<file path="config.mk">
export PLATFORM = sky130hd
export DESIGN_NAME = fp_divider
export DESIGN_NICKNAME = d
export VERILOG_FILES = /design/src/rtl/fp_divider.sv
export SDC_FILE = /design/constraint.sdc
export NUM_CORES = 1
export LEC_CHECK = 0
export CAP_MARGIN = 20
export CORE_MARGIN = 1.5
export CORE_UTILIZATION = 58
export CTS_CLUSTER_DIAMETER = 80
export CTS_CLUSTER_SIZE = 10
export DETAILED_ROUTE_END_ITERATION = 12
export GPL_TIMING_DRIVEN = 0
export PLACE_DENSITY = 0.81
export SLEW_MARGIN = 10
export SYNTH_ARGS = -nofsm -noshare
export SYNTH_HDL_FRONTEND = slang
export SYNTH_SLANG_ARGS = --single-unit
</file>
<file path="constraint.sdc">
create_clock -name clk -period 10.74 [get_ports clk]
set_input_delay 2.148 -clock clk [delete_from_list [all_inputs] [get_ports clk]]
set_output_delay 2.148 -clock clk [all_outputs]
set_load 0.01 [all_outputs]
</file>
<file path="src/rtl/fp_divider.sv">
// Iterative IEEE-754 single-precision divider: restoring division, one quotient bit
// per cycle, truncated result, start/done handshake.
module fp_divider #(
  parameter int unsigned QBITS = 26
) (
  input  logic        clk,
  input  logic        rst_n,
  input  logic        start,
  input  logic [31:0] A,
  input  logic [31:0] B,
  output logic        busy,
  output logic        done,
  output logic [31:0] Quotient
);

  localparam int unsigned MANT_W = 24;
  localparam int unsigned EXP_W  = 10;
  localparam int unsigned REM_W  = MANT_W + 1;
  localparam int unsigned CNT_W  = 5;
  localparam logic [31:0] QNAN   = 32'h7FC0_0000;

  typedef enum logic [1:0] {
    ST_IDLE = 2'd0,
    ST_NORM = 2'd1,
    ST_DIV  = 2'd2,
    ST_PACK = 2'd3
  } state_t;

  state_t                    state_q, state_d;
  logic                      sign_q, sign_d;
  logic [MANT_W-1:0]         ma_q, ma_d, mb_q, mb_d;
  logic signed [EXP_W-1:0]   ea_q, ea_d, eb_q, eb_d;
  logic                      spec_q, spec_d;
  logic [31:0]               spec_res_q, spec_res_d;
  logic [REM_W-1:0]          rem_q, rem_d;
  logic [QBITS-1:0]          quo_q, quo_d;
  logic [CNT_W-1:0]          cnt_q, cnt_d;
  logic                      busy_q, busy_d;
  logic                      done_q, done_d;
  logic [31:0]               quotient_q, quotient_d;

  logic                      a_zero, b_zero, a_nanf, b_nanf, sign_in;
  logic                      rem_ge;
  logic [MANT_W-1:0]         rem_next;
  logic signed [EXP_W-1:0]   e_pack;
  logic [22:0]               frac_pack;

  always_ff @(posedge clk or negedge rst_n) begin
    if (!rst_n) begin
      state_q    <= ST_IDLE;
      sign_q     <= 1'b0;
      ma_q       <= '0;
      mb_q       <= '0;
      ea_q       <= '0;
      eb_q       <= '0;
      spec_q     <= 1'b0;
      spec_res_q <= '0;
      rem_q      <= '0;
      quo_q      <= '0;
      cnt_q      <= '0;
      busy_q     <= 1'b0;
      done_q     <= 1'b0;
      quotient_q <= '0;
    end else begin
      state_q    <= state_d;
      sign_q     <= sign_d;
      ma_q       <= ma_d;
      mb_q       <= mb_d;
      ea_q       <= ea_d;
      eb_q       <= eb_d;
      spec_q     <= spec_d;
      spec_res_q <= spec_res_d;
      rem_q      <= rem_d;
      quo_q      <= quo_d;
      cnt_q      <= cnt_d;
      busy_q     <= busy_d;
      done_q     <= done_d;
      quotient_q <= quotient_d;
    end
  end

  // Operand classification on the raw inputs, used only when a start is accepted
  always_comb begin
    a_zero  = (A[30:0] == 31'h0);
    b_zero  = (B[30:0] == 31'h0);
    a_nanf  = (A[30:23] == 8'hFF);
    b_nanf  = (B[30:23] == 8'hFF);
    sign_in = A[31] ^ B[31];
  end

  // Restoring step and result packing datapath
  always_comb begin
    rem_ge   = (rem_q >= {1'b0, mb_q});
    rem_next = rem_ge ? MANT_W'(rem_q - {1'b0, mb_q}) : rem_q[MANT_W-1:0];
    e_pack   = ea_q - eb_q + 10'sd127;
    if (quo_q[QBITS-1]) begin
      frac_pack = quo_q[QBITS-2:2];
    end else begin
      frac_pack = quo_q[QBITS-3:1];
      e_pack    = e_pack - 10'sd1;
    end
  end

  always_comb begin
    state_d    = state_q;
    sign_d     = sign_q;
    ma_d       = ma_q;
    mb_d       = mb_q;
    ea_d       = ea_q;
    eb_d       = eb_q;
    spec_d     = spec_q;
    spec_res_d = spec_res_q;
    rem_d      = rem_q;
    quo_d      = quo_q;
    cnt_d      = cnt_q;
    busy_d     = busy_q;
    done_d     = 1'b0;
    quotient_d = quotient_q;

    unique case (state_q)
      ST_IDLE: begin
        if (start) begin
          sign_d = sign_in;
          ma_d   = {(A[30:23] != 8'h00), A[22:0]};
          mb_d   = {(B[30:23] != 8'h00), B[22:0]};
          ea_d   = (A[30:23] == 8'h00) ? 10'sd1 : $signed({2'b00, A[30:23]});
          eb_d   = (B[30:23] == 8'h00) ? 10'sd1 : $signed({2'b00, B[30:23]});
          spec_d = 1'b1;
          if (a_nanf || b_nanf) begin
            spec_res_d = QNAN;
          end else if (a_zero && b_zero) begin
            spec_res_d = QNAN;
          end else if (b_zero) begin
            spec_res_d = {sign_in, 8'hFF, 23'h0};
          end else if (a_zero) begin
            spec_res_d = {sign_in, 31'h0};
          end else begin
            spec_d     = 1'b0;
            spec_res_d = '0;
          end
          busy_d  = 1'b1;
          state_d = ST_NORM;
        end
      end

      ST_NORM: begin
        if (spec_q) begin
          state_d = ST_PACK;
        end else if (ma_q[MANT_W-1] && mb_q[MANT_W-1]) begin
          rem_d   = {1'b0, ma_q};
          quo_d   = '0;
          cnt_d   = '0;
          state_d = ST_DIV;
        end else begin
          if (!ma_q[MANT_W-1]) begin
            ma_d = {ma_q[MANT_W-2:0], 1'b0};
            ea_d = ea_q - 10'sd1;
          end
          if (!mb_q[MANT_W-1]) begin
            mb_d = {mb_q[MANT_W-2:0], 1'b0};
            eb_d = eb_q - 10'sd1;
          end
        end
      end

      ST_DIV: begin
        rem_d = {rem_next, 1'b0};
        quo_d = {quo_q[QBITS-2:0], rem_ge};
        cnt_d = cnt_q + 5'd1;
        if (cnt_q == CNT_W'(QBITS - 1)) begin
          state_d = ST_PACK;
        end
      end

      ST_PACK: begin
        if (spec_q) begin
          quotient_d = spec_res_q;
        end else if (e_pack >= 10'sd255) begin
          quotient_d = {sign_q, 8'hFF, 23'h0};
        end else if (e_pack <= 10'sd0) begin
          quotient_d = {sign_q, 31'h0};
        end else begin
          quotient_d = {sign_q, e_pack[7:0], frac_pack};
        end
        done_d  = 1'b1;
        busy_d  = 1'b0;
        state_d = ST_IDLE;
      end

      default: state_d = ST_IDLE;
    endcase
  end

  assign busy     = busy_q;
  assign done     = done_q;
  assign Quotient = quotient_q;

endmodule

</file>
==> results_dict.tcl, run 1 <==
set metrics [dict create \
    synth_xor_xnor_area_share_pct 3.040 \
    cts_setup_buffers 0 \
    fin_tns_setup_ns 0 \
    final_nets 1348 \
    ys.flop_type "dfrtp_1" \
    cts_resized 0 \
    cp_top_family "simple AND/OR/NAND/NOR gates" \
    fp.dieH_um 134.8 \
    synth_most_common_cell "dfrtp_1" \
    synth_top_area_share_pct 40.95 \
    worstPathRequired_ns 11.03 \
    grt_max_degree 92 \
    dr.pass1.iters 6 \
    clock_latency_ns 0.43 \
    syn_to_final_growth_pct 18.73 \
    maxSlewHeadroom_pct 35.94 \
    cts_tree "built" \
    initial_utilization_pct 58.90 \
    ir_drop_mv 0.1923 \
    cpMaxStageDelayCell "nor3_1" \
    placed_cells 1435 \
    syn_avg_cell_area_um2 9.091 \
    drtIter0Drc 825 \
    num_antenna_cells 0 \
    grt_use_total_pct 30.97 \
    worst_slew_pin_slew_ns 0.9536 \
    design_area_um2 11970 \
    fill_cells 1355 \
    hold_violations 0 \
    crit_top_cell "a21oi_1" \
    instances_no_fill 1467 \
    ys_seq_area_share_pct 40.95 \
    placed_area_um2 11400 \
    cp-end-kind "flip-flop" \
    worstPathCellList "clkdlybuf4s50_1 -> nor2b_1 -> nor3_1 -> nor2_1 -> a21oi_1 -> clkbuf_1 -> nand3_1 -> o21ai_0 -> a21oi_1" \
    finalMaxSlewViolations 0 \
    synthMuxAreaShare_pct 4.976 \
    leakage_nw 5.225 \
    drt-met1-wl_um 11220 \
    dp.final_hpwl_um 20010 \
    grt_pass1_vias 8767 \
    cts_buffers 17 \
    synth_area_leaders "dfrtp_1, ha_1, mux2i_1" \
    powerDensity_nw_per_um2 315.9 \
    worst_slack_ns 6.028 \
    clk_pin_slew_worst_paths_ns 0.06 \
    crit_arrival_ns 5.00 \
    synth_common_cells "dfrtp_1, nand2_1, inv_1" \
    drive_above_1_share_pct 6.119 \
    synth_top_family_by_area "compound AO/OA/AOI/OAI gates" \
    chipWidth_um 134.8 \
    syn_area_um2 10080 \
    status "completed" \
    period_share_pct 43.87 \
    syn_nets 1228 \
    dp_slack_ns 5.709 \
    async_reset_ff_share_pct 100.0 \
    drcViolationCount 0 \
    port_buffers 100 \
    fin_hold_ws_ns 0.4872 \
    antenna_found_initial 0 \
    fin_skew_ns 0.007598 \
    cp_num_buf_inv 2 \
    wl_per_cell_um 18.50 \
    ys_seq_elements 165 \
    synth-compound-area-share_pct 21.46 \
    via_per_inst 6.260 \
    max_clock_freq_mhz 212.2 \
    crit_path_start_kind "input port" \
    wl_met2_um 13170 \
    yosys.area_share.simple_pct 16.52 \
    num_io_pins 101 \
    synthAdderAreaFrac_pct 6.602 \
    core_area_um2 17120 \
    yosysTopAreaCell "dfrtp_1" \
    top_layer_used "met4" \
    rows 48 \
    yosys_warnings 0 \
    synth_cells 1109 \
    fp.dieArea_um2 18180 \
    cts_max_level 4 \
    post-route-min-period_ns 4.712 \
    cp_max_fo 10 \
    routed-wl-met3_um 1727 \
    max-cap-violations 0 \
    worst_hold_path_type "flip-flop to flip-flop" \
    grt_pass1_wl_um 44240 \
    overflow 0 \
    drt-total-wl_um 27140 \
    gp_congestion 0.9765 \
    drtAntennaViolNets 0 \
    clock-sinks 165 \
    cpPeakStageDelay_ns 0.78 \
    vias 9183 \
    rsz0062_at_grt "false" \
    root_buffer "clkbuf_16" \
    synth_edf_count 0 \
    clk_path_buf_depth 2 \
    synth_cell_type_count 70 \
    finalSetupViolCount 0 \
    crit_type "input port to flip-flop" \
    hold_buffers 0 \
]
[cell type report]
type	instances	area, um2	area share (%)
multi-input combinational	782	5308	44.34
sequential	165	4129	34.49
timing repair buffer	101	1033	8.634
clock buffer	19	442.9	3.700
inverter	102	382.9	3.199
tap	225	281.5	2.352
buffer	60	267.8	2.237
clock inverter	13	125.1	1.045
[where the power goes]
group | internal (mW) | switching, mW | total, mW
sequential | 0.802 | 0.172 | 0.973
combinational | 0.872 | 1.34 | 2.21
clock | 0.329 | 0.267 | 0.596
[tightest hold or removal path: cells and delay by family, from the launching register on]
kind / cells / cell delay, ns
flip-flops: 1 / 0.35
AND/OR/NAND/NOR: 1 / 0.05
AO/OA/AOI/OAI: 1 / 0.05
[cell families (layout without fill, tap and decap cells)]
| kind of cell | after synthesis | in the layout |
|---|---|---|
| simple gates | 349 | 349 |
| compound gates | 297 | 297 |
| xor+xnor | 35 | 35 |
| mux | 49 | 49 |
| buf+inv | 162 | 295 |
| fa+ha+maj | 52 | 52 |
| flops | 165 | 165 |
[through the flow]
stage | total power [mW] | utilization (%)
6_report | 3.781 | 69.93
5_1_grt | 4.052 | 69.93
4_1_cts | 3.745 | 69.93
3_5_place_dp | 3.127 | 66.62
3_3_place_gp | 3.063 | 66.40
2_1_floorplan | 2.547 | -
[path summary, 6_finish.rpt]
kind                            from            to  slack [ns]  cells past startpoint
setup / recovery               start       ea_q[5]        6.03                      9
hold / removal             rem_q[24]     rem_q[24]        0.49                      2
setup reg to reg             eb_q[1]  Quotient[21]        6.53                     13
hold reg to reg            rem_q[24]     rem_q[24]        0.49                      2
max in group asynchronous      rst_n      mb_q[17]        8.21                      2
min in group asynchronous      rst_n        sign_q        1.68                      1
[registers in the layout (all words and copies together), names as in the netlist, 2 cells and up]
register / flops
ma_q: 24
quo_q: 26
eb_q: 10
Quotient: 32
state_q: 2
rem_q: 25
spec_res_q: 3
cnt_q: 5
ea_q: 10
mb_q: 24
[cell usage in the layout, fill, tap and decap left out, types with 15 or more instances in the layout]
cell / count
a21oi_1: 43
a22oi_1: 21
clkbuf_1: 49
clkbuf_16: 17
clkdlybuf4s50_1: 99
dfrtp_1: 165
ha_1: 50
inv_1: 101
mux2i_1: 43
nand2_1: 114
nand3_1: 68
nand4_1: 15
nor2_1: 62
nor3_1: 23
nor4_1: 18
o211ai_1: 27
o21ai_0: 55
o22ai_2: 20
xnor2_1: 18
xor2_1: 17
[routing by layer]
metal  vias up  track usage (%)
met5         -                0
met4         0            12.60
met3        86            5.593
met2       400            52.71
met1      4413            39.17
li1       4284                -
No activity file was read; power rests on OpenSTA's default activity.
==> run 2, diff against run 1 <==
==> constraint.sdc (replaced) <==
create_clock -name clk -period 4.35 [get_ports clk]
set_input_delay 0.87 -clock clk [delete_from_list [all_inputs] [get_ports clk]]
set_output_delay 0.87 -clock clk [all_outputs]
set_load 0.01 [all_outputs]
==> run 2 against run 1 <==
  * Sequential share of layout area about the same
  * Final cell count unchanged
  * Combinational power increased by 150%
  * Die area unchanged
  * Global-route usage about the same
  * Cell area about the same
  * Setup slack got worse by 5.8 ns
  * Power increased by 150%
  * Critical path depth increased by 4
  * Worst hold slack got worse by 0.086 ns
  * Count of clock-buffer cells in the layout unchanged
  * Via count decreased by 0.11%
  * Largest power group unchanged
==> results_dict.tcl, run 2 (synthesis results as in run 1) <==
set metrics [dict create \
    status "completed" \
    core_area_um2 17120 \
    antenna_found_initial 0 \
    grt_pass1_vias 8768 \
    placed_area_um2 11400 \
    rows 48 \
    via_per_inst 6.253 \
    cp_max_fo 10 \
    max-cap-violations 0 \
    crit_arrival_ns 4.45 \
    finalMaxSlewViolations 0 \
    gp_congestion 0.9765 \
    maxSlewHeadroom_pct 34.40 \
    drtIter0Drc 807 \
    initial_utilization_pct 58.90 \
    drtAntennaViolNets 0 \
    dr.pass1.iters 6 \
    crit_type "flip-flop to flip-flop" \
    utilization_pct 69.97 \
    port_buffers 100 \
    dp.final_hpwl_um 20010 \
    post-route-min-period_ns 4.099 \
    root_buffer "clkbuf_16" \
    clock-sinks 165 \
    cts_setup_buffers 0 \
    dp_slack_ns 0.1763 \
    cts_tree "built" \
    crit_path_start_kind "flip-flop" \
    powerDensity_nw_per_um2 781.6 \
    final_cell_mix "dfrtp_1, nand2_1, inv_1" \
    final_nets 1348 \
    seqCellArea_um2 4129 \
    period_share_pct 94.23 \
    grt_pass1_wl_um 44320 \
    cts_buffers 17 \
    leakage_nw 5.225 \
    final_common_cell "dfrtp_1" \
    worst_slew_pin_slew_ns 0.9765 \
    drcViolationCount 0 \
    max_clock_freq_mhz 244.0 \
    worst_hold_path_type "input port to asynchronous set/reset pin" \
    ir_drop_mv 0.4749 \
    p_total_mw 9.361 \
    largest_register_ffs 32 \
    fin_skew_ns 0.007724 \
    design_area_um2 11980 \
    cp-end-kind "flip-flop" \
    num_io_pins 101 \
    num_antenna_cells 0 \
    overflow 0 \
    hold_violations 0 \
    clock_latency_ns 0.44 \
    syn_to_final_growth_pct 18.79 \
    chipWidth_um 134.8 \
    cts_max_level 4 \
    clk_pin_slew_worst_paths_ns 0.07 \
    multi_input_area_um2 5314 \
    rsz0062_at_grt "false" \
    fin_tns_setup_ns 0 \
    finalSetupViolCount 0 \
    grt_use_total_pct 31.02 \
    grt_max_degree 92 \
    fill_cells 1353 \
    wl_per_cell_um 18.56 \
    fp.dieH_um 134.8 \
    drive_above_1_share_pct 6.200 \
    drt-total-wl_um 27230 \
    worst_slack_ns 0.2508 \
    clk_path_buf_depth 2 \
    vias 9173 \
    fp.dieArea_um2 18180 \
    worstPathRequired_ns 4.70 \
]
## run 2: cell count changes in the layout (fill, tap and decap cells not counted)
| cell | delta |
|---|---|
| a21boi_0 | -1 |
| a21boi_1 | +1 |
| nor4_1 | -1 |
| nor4_2 | +1 |
## run 2: critical path: stages (launching register included)
cell	delay, ns
dfrtp_1	0.37
inv_1	0.14
ha_1	0.26
ha_1	0.22
fa_1	0.54
nor4_2	0.44
o211ai_1	0.22
a211o_1	0.35
a211o_1	0.28
mux2_4	0.36
or3_4	0.41
buf_6	0.15
buf_12	0.14
o22ai_2	0.11
## run 2: what timing repair did
item | 4_1_cts | 5_1_grt
hold buffers | 0 | 0
gates resized for setup | 0 | 2
setup endpoints to repair | 0 | 26
## run 2: layout make-up
class                   instances  area share, %
clock buffers                  19          3.698
flip-flops and latches        165          34.48
repair buffers                101          8.629
clock inverters                13          1.045
multi-input cells             782          44.37
plain buffers                  60          2.236
inverters                     102          3.197
well taps                     225          2.351
## run 2: stage by stage
| step | std cells | hold WS, ns |
|---|---|---|
| 3_3_place_gp | 1434 | 0.4594 |
| 2_1_floorplan | 1109 | 0.4451 |
| 6_report | 1467 | 0.4015 |
| 5_1_grt | 1467 | 0.4476 |
| 3_5_place_dp | 1435 | 0.4752 |
| 4_1_cts | 1467 | 0.4313 |
## run 2: path summary, 6_finish.rpt
path / cells after the start / slack (ns) / start / to
min: 1 / 0.40 / rst_n / Quotient[30]
min in group clk: 2 / 0.49 / rem_q[24] / rem_q[24]
min reg2reg: 2 / 0.49 / rem_q[24] / rem_q[24]
max: 13 / 0.25 / eb_q[1] / Quotient[21]
max reg2reg: 13 / 0.25 / eb_q[1] / Quotient[21]
max in group asynchronous: 2 / 3.11 / rst_n / mb_q[17]
## run 2: metal layers
metal | track usage, % | up-vias | routed length (um)
met3 | 5.556 | 74 | 1659
met4 | 12.37 | 0 | 959
met1 | 39.39 | 4450 | 11320
met2 | 52.76 | 364 | 13290
li1 | - | 4285 | -
met5 | 0 | - | 0
## run 2: report_power, final
group	leakage (nW)	internal, mW	switching (mW)	total [mW]
Sequential	2.16	1.98	0.421	2.40
Clock	0.280	0.811	0.667	1.48
Combinational	2.79	2.16	3.32	5.48
Total	5.23	4.95	4.41	9.36
==> variant 1 (settings of run 2) <==
`spec_res_q` no longer has a reset.
--- a/src/rtl/fp_divider.sv
+++ b/src/rtl/fp_divider.sv
@@ -56,3 +56,2 @@
       spec_q     <= 1'b0;
-      spec_res_q <= '0;
       rem_q      <= '0;
@@ -71,3 +70,2 @@
       spec_q     <= spec_d;
-      spec_res_q <= spec_res_d;
       rem_q      <= rem_d;
@@ -79,2 +77,6 @@
     end
+  end
+
+  always_ff @(posedge clk) begin
+    spec_res_q <= spec_res_d;
   end
Function: no difference found for any inputs over 4 cycles, from zero or initial values and one cycle with rst_n low; that may be too few to reach the edited logic, so the function may still have changed.
==> variant 1 against run 2 <==
Critical path type unchanged. Total power increased by 8.2%. Design area increased by 0.89%. Sequential cell count unchanged. Core utilization increased by 0.13 points. Global-route usage decreased by 0.91 points. Critical endpoint is now Quotient[16]$_DFFE_PN0P_. Wire length decreased by 2.5%. Worst setup slack improved by 0.27 ns. Sequential share of layout area decreased by 0.18 points. Area after synthesis increased by 0.88%.
==> variant 1: results (changes against run 2) <==
Synthesis
The post-synth net total is 1244 (+1.3%). The xor-xnor portion of the synthesized cell area is 0.03358 (+0.003179). The number of enable flip-flop cells after synthesis was 3 (+3). The per-instance average area after synthesis is 9.041 µm² (-0.55%).

The share of the synthesized area in compound gates (AO/OA/AOI/OAI) came to 0.2286 (+0.01400). After synthesis, the cell types taking the most area are sky130_fd_sc_hd__dfrtp_1 40%, sky130_fd_sc_hd__ha_1 6.2%, sky130_fd_sc_hd__nand2_1 4.3%, sky130_fd_sc_hd__inv_1 4.0%, sky130_fd_sc_hd__mux2i_1 3.6%. The async set-or-reset flop fraction in the synthesized netlist is 0.9818 (-0.01818).

The number of distinct library cells after synthesis was 75 (+7.1%). The portion of netlist area occupied by mux cells is 0.03863 (-0.01114).

Cells and area
The layout cell share with drive strength beyond 1 came to 0.06677 (+0.004776). The count of nets after finishing is 1365 (+1.3%). The final-layout fill cell count is 1385 (+2.4%).

Timing
The worst setup skew after layout came to 0.01177 ns (+0.004042 ns).

Placement
The standard cell area after detailed placement came to 0.01149 mm² (+0.78%). The setup slack after placement was 0.5718 ns (+0.3955 ns). The placed cell count was 1452 (+1.2%). The detailed placement HPWL is 19790 µm (-1.1%). The last weighted congestion value of the routability-driven placer is 0.9587 (-1.8%).

Setup path
The category of cells accounting for the largest share of critical-path delay is simple AND/OR/NAND/NOR gates. The peak per-stage delay on the critical path is 0.60 ns (+0.06 ns). The arrival time of the worst setup path is 4.12 ns (-0.33 ns).

GRT
The maximum number of pins on one net before global-route repair is 107 (+16%). The met2 layer usage reported by global route is 0.4957 (-0.03189). The global-route wire length before repair came to 43560 µm (-1.7%). The via count of the first global-routing pass is 8849 (+0.92%). The met1 track demand over resource in global routing is 0.3927 (-0.001207).

The total routing usage reported by global routing came to 0.3011 (-0.009062).

Power
The reported leakage power is 5.323 nW (+1.9%). The largest voltage drop on the vdd net was 0.0005101 V (+7.4%).

Status
The run finished with clean final reports.

Routing
The number of iterations in the first detailed-routing pass is 9 (+3). The overall via count from detail_route was 9112 (-0.66%). The per-cell routed wire length is 17.89 µm (-3.6%).
[variant 1: area by class of cell]
cell class	instances	area share
Multi-Input combinational cell	794	0.4444
Sequential cell	165	0.3430
Timing Repair Buffer	102	0.08595
Clock buffer	20	0.03780
Inverter	110	0.03417
Tap cell	225	0.02330
Buffer	56	0.02019
Clock inverter	11	0.01118
[variant 1: kinds of logic after synthesis]
group,after synthesis
fa+ha+maj,52
xor+xnor,39
simple gates,342
flops,165
compound gates,322
mux,39
buf+inv,166
[variant 1: stage by stage]
step / util / hold WS [ns]
floorplan: - / 0.4474
global placement: 0.6645 / 0.4603
detailed placement: 0.6667 / 0.4657
CTS: 0.7010 / 0.3720
global route: 0.7010 / 0.3803
finish: 0.7010 / 0.3457
[variant 1: worst paths after layout]
| kind | from | endpoint | slack [ns] |
|---|---|---|---|
| setup / recovery | eb_q[1]$_DFFE_PN0P_ | Quotient[16]$_DFFE_PN0P_ | 0.52 |
| hold / removal | rst_n | eb_q[9]$_DFFE_PN0P_ | 0.35 |
| setup reg to reg | eb_q[1]$_DFFE_PN0P_ | Quotient[16]$_DFFE_PN0P_ | 0.52 |
| hold reg to reg | sign_q$_DFFE_PN0P_ | sign_q$_DFFE_PN0P_ | 0.48 |
| max in group asynchronous | rst_n | ma_q[20]$_DFFE_PN0P_ | 3.15 |
| min in group clk | sign_q$_DFFE_PN0P_ | sign_q$_DFFE_PN0P_ | 0.48 |
[variant 1: power by group]
part	total [mW]	switching [mW]	internal (mW)	leakage, nW
clock	1.53	0.690	0.844	0.293
sequential	2.54	0.478	2.06	2.13
combinational	6.05	3.69	2.36	2.90
total	10.1	4.86	5.27	5.32
[variant 1: routing by layer]
layer / vias up / routed length [µm]
met5: - / 0
met4: 0 / 953
met3: 66 / 1295
met2: 329 / 12750
met1: 4377 / 11530
li1: 4340 / -
==> variant 2 (config.mk and constraints of run 2) <==
Without the edit above. Change the localparam `CNT_W` from 5 to 6.
--- a/src/rtl/fp_divider.sv
+++ b/src/rtl/fp_divider.sv
@@ -18,3 +18,3 @@
   localparam int unsigned REM_W  = MANT_W + 1;
-  localparam int unsigned CNT_W  = 5;
+  localparam int unsigned CNT_W  = 6;
   localparam logic [31:0] QNAN   = 32'h7FC0_0000;
Formal check against the unedited RTL: same outputs for any inputs over 4 cycles, from zero or initial values and one cycle with rst_n low; that may be too few to reach the edited logic, so the function may still have changed.
==> variant 2 against run 2 <==
Count of clock-buffer cells in the layout is 1 lower. Total power up 9.6%. Sequential cell count rose by 1. Combinational power grew 16%. Final cell count up 1.8%. Worst setup slack worse by 0.063 ns. Area after synthesis up 0.65%. Wire length shrank 1.0%. Design area up 1.2%. Worst hold slack worse by 0.056 ns. Critical path type unchanged. Critical endpoint is now Quotient[6]$_DFFE_PN0P_.
==> variant 2: results (changes against run 2) <==
Routing
The average vias per placed instance is 6.198 (-0.87%). The total met3 wirelength after detailed routing is 1490 µm (-10%). The final routed wirelength across all metal layers is 26960 µm (-1.0%). The per-cell routed wire length was 18.05 µm (-2.7%). The detailed route wirelength on metal2 is 13170 µm (-0.86%).

The post-route met1 wirelength is 11610 µm (+2.5%). The number of iterations in the first detailed-routing pass is 5 (-1).

Synthesis
The portion of netlist area occupied by mux cells is 0.04772 (-0.002045). In the synthesized netlist, the cells that appear most often are 166 x sky130_fd_sc_hd__dfrtp_1, 141 x sky130_fd_sc_hd__nand2_1, 90 x sky130_fd_sc_hd__inv_1. The per-instance average area after synthesis came to 8.964 µm² (-1.4%). Sorting the synthesized cells by area gives the leading types as sky130_fd_sc_hd__dfrtp_1 41%, sky130_fd_sc_hd__ha_1 6.2%, sky130_fd_sc_hd__nand2_1 5.2%, sky130_fd_sc_hd__mux2i_1 4.4%, sky130_fd_sc_hd__o21ai_0 3.6%.

The xor-xnor portion of the synthesized cell area is 0.03181 (+0.001408). The post-synth net total is 1251 (+1.9%). The share of the synthesized area in compound gates (AO/OA/AOI/OAI) is 0.2192 (+0.004666).

The adder-cell share of the synthesized area is 0.06560 (-0.0004233). The share of synthesized area occupied by flip-flops and latches came to 0.4094 (about the same).

GRT
The via count of the first global-routing pass is 8657 (-1.3%). The maximum number of pins on one net before global-route repair is 110 (+20%). The met2 layer usage reported by global route is 0.5043 (-0.02338). The met3 capacity usage during global routing is 0.04153 (-0.01403). The met1 track demand over resource in global routing is 0.4057 (+0.01181). The global-route wire length before repair is 43740 µm (-1.3%).

The number of antenna violations at the first check in global routing is 0 (unchanged).

Placement
The placed cell count is 1459 (+1.7%). The detailed placement HPWL is 19800 µm (-1.1%). The last weighted congestion value of the routability-driven placer is 0.9103 (-6.8%). The setup slack after placement is 0.1022 ns (-0.07413 ns).

Timing
The worst setup skew after layout is 0.01328 ns (+0.005558 ns). The final period demand of the worst path is 4.163 ns (+0.06331 ns). The relative slew slack was 0.2614 (-0.08265).

The worst slack on hold paths is 0.3450 ns (-0.05645 ns).

Setup path
The reg2reg setup slack is 0.19 ns (-0.06 ns). The worst setup path endpoint is Quotient[6]$_DFFE_PN0P_. The arrival time of the worst setup path is 4.51 ns (+0.06 ns).

The slowest library cell on the worst path is sky130_fd_sc_hd__or3b_4. The depth of the worst register-to-register path was 14 (+1). The peak per-stage delay on the critical path is 0.42 ns (-0.12 ns).

Status
The run finished with clean final reports.

Power
The largest voltage drop on the vdd net is 0.0005938 V (+25%).

CTS
The total clock buffers created by CTS was 17 (unchanged).

Cells and area
The count of nets after finishing is 1374 (+1.9%).
variant 2: cell count changes after synthesis, moves of 5 or more:
cell	change
sky130_fd_sc_hd__a22oi_1	+12
sky130_fd_sc_hd__nor2_1	-9
sky130_fd_sc_hd__nand2_1	+27
sky130_fd_sc_hd__a221oi_1	-9
sky130_fd_sc_hd__a21o_1	-6
sky130_fd_sc_hd__nor3b_1	-6
sky130_fd_sc_hd__o21ai_0	+17
sky130_fd_sc_hd__a21oi_1	+11
sky130_fd_sc_hd__clkbuf_1	-5
sky130_fd_sc_hd__inv_1	-11
variant 2: power by group:
group / leakage, nW / internal, mW / switching [mW]
sequential: 2.19 / 1.99 / 0.389
clock: 0.289 / 0.867 / 0.685
combinational: 2.68 / 2.52 / 3.81
total: 5.16 / 5.37 / 4.89
variant 2: layout make-up:
cell class                 count  area [µm²]
buffer                        55       224.0
clock buffer                  18       429.2
clock inverter                14       165.2
fill                        1371        5061
inverter                      91       341.6
multi-input combinational    819        5459
sequential                   166        4154
tap                          225       281.5
timing repair buffer         105        1061
variant 2: worst reg2reg max path, stage by stage, from the launching register on:
cell and delay [ns]:
sky130_fd_sc_hd__dfrtp_1 0.36, sky130_fd_sc_hd__inv_1 0.12, sky130_fd_sc_hd__ha_1 0.26, sky130_fd_sc_hd__ha_1 0.23, sky130_fd_sc_hd__fa_2 0.39, sky130_fd_sc_hd__a211o_1 0.33
sky130_fd_sc_hd__a21oi_4 0.18, sky130_fd_sc_hd__a2bb2o_4 0.26, sky130_fd_sc_hd__or2_4 0.26, sky130_fd_sc_hd__or3_4 0.39, sky130_fd_sc_hd__or3_1 0.35, sky130_fd_sc_hd__a31o_1 0.24
sky130_fd_sc_hd__or3b_4 0.42, sky130_fd_sc_hd__buf_6 0.18, sky130_fd_sc_hd__o22ai_2 0.12
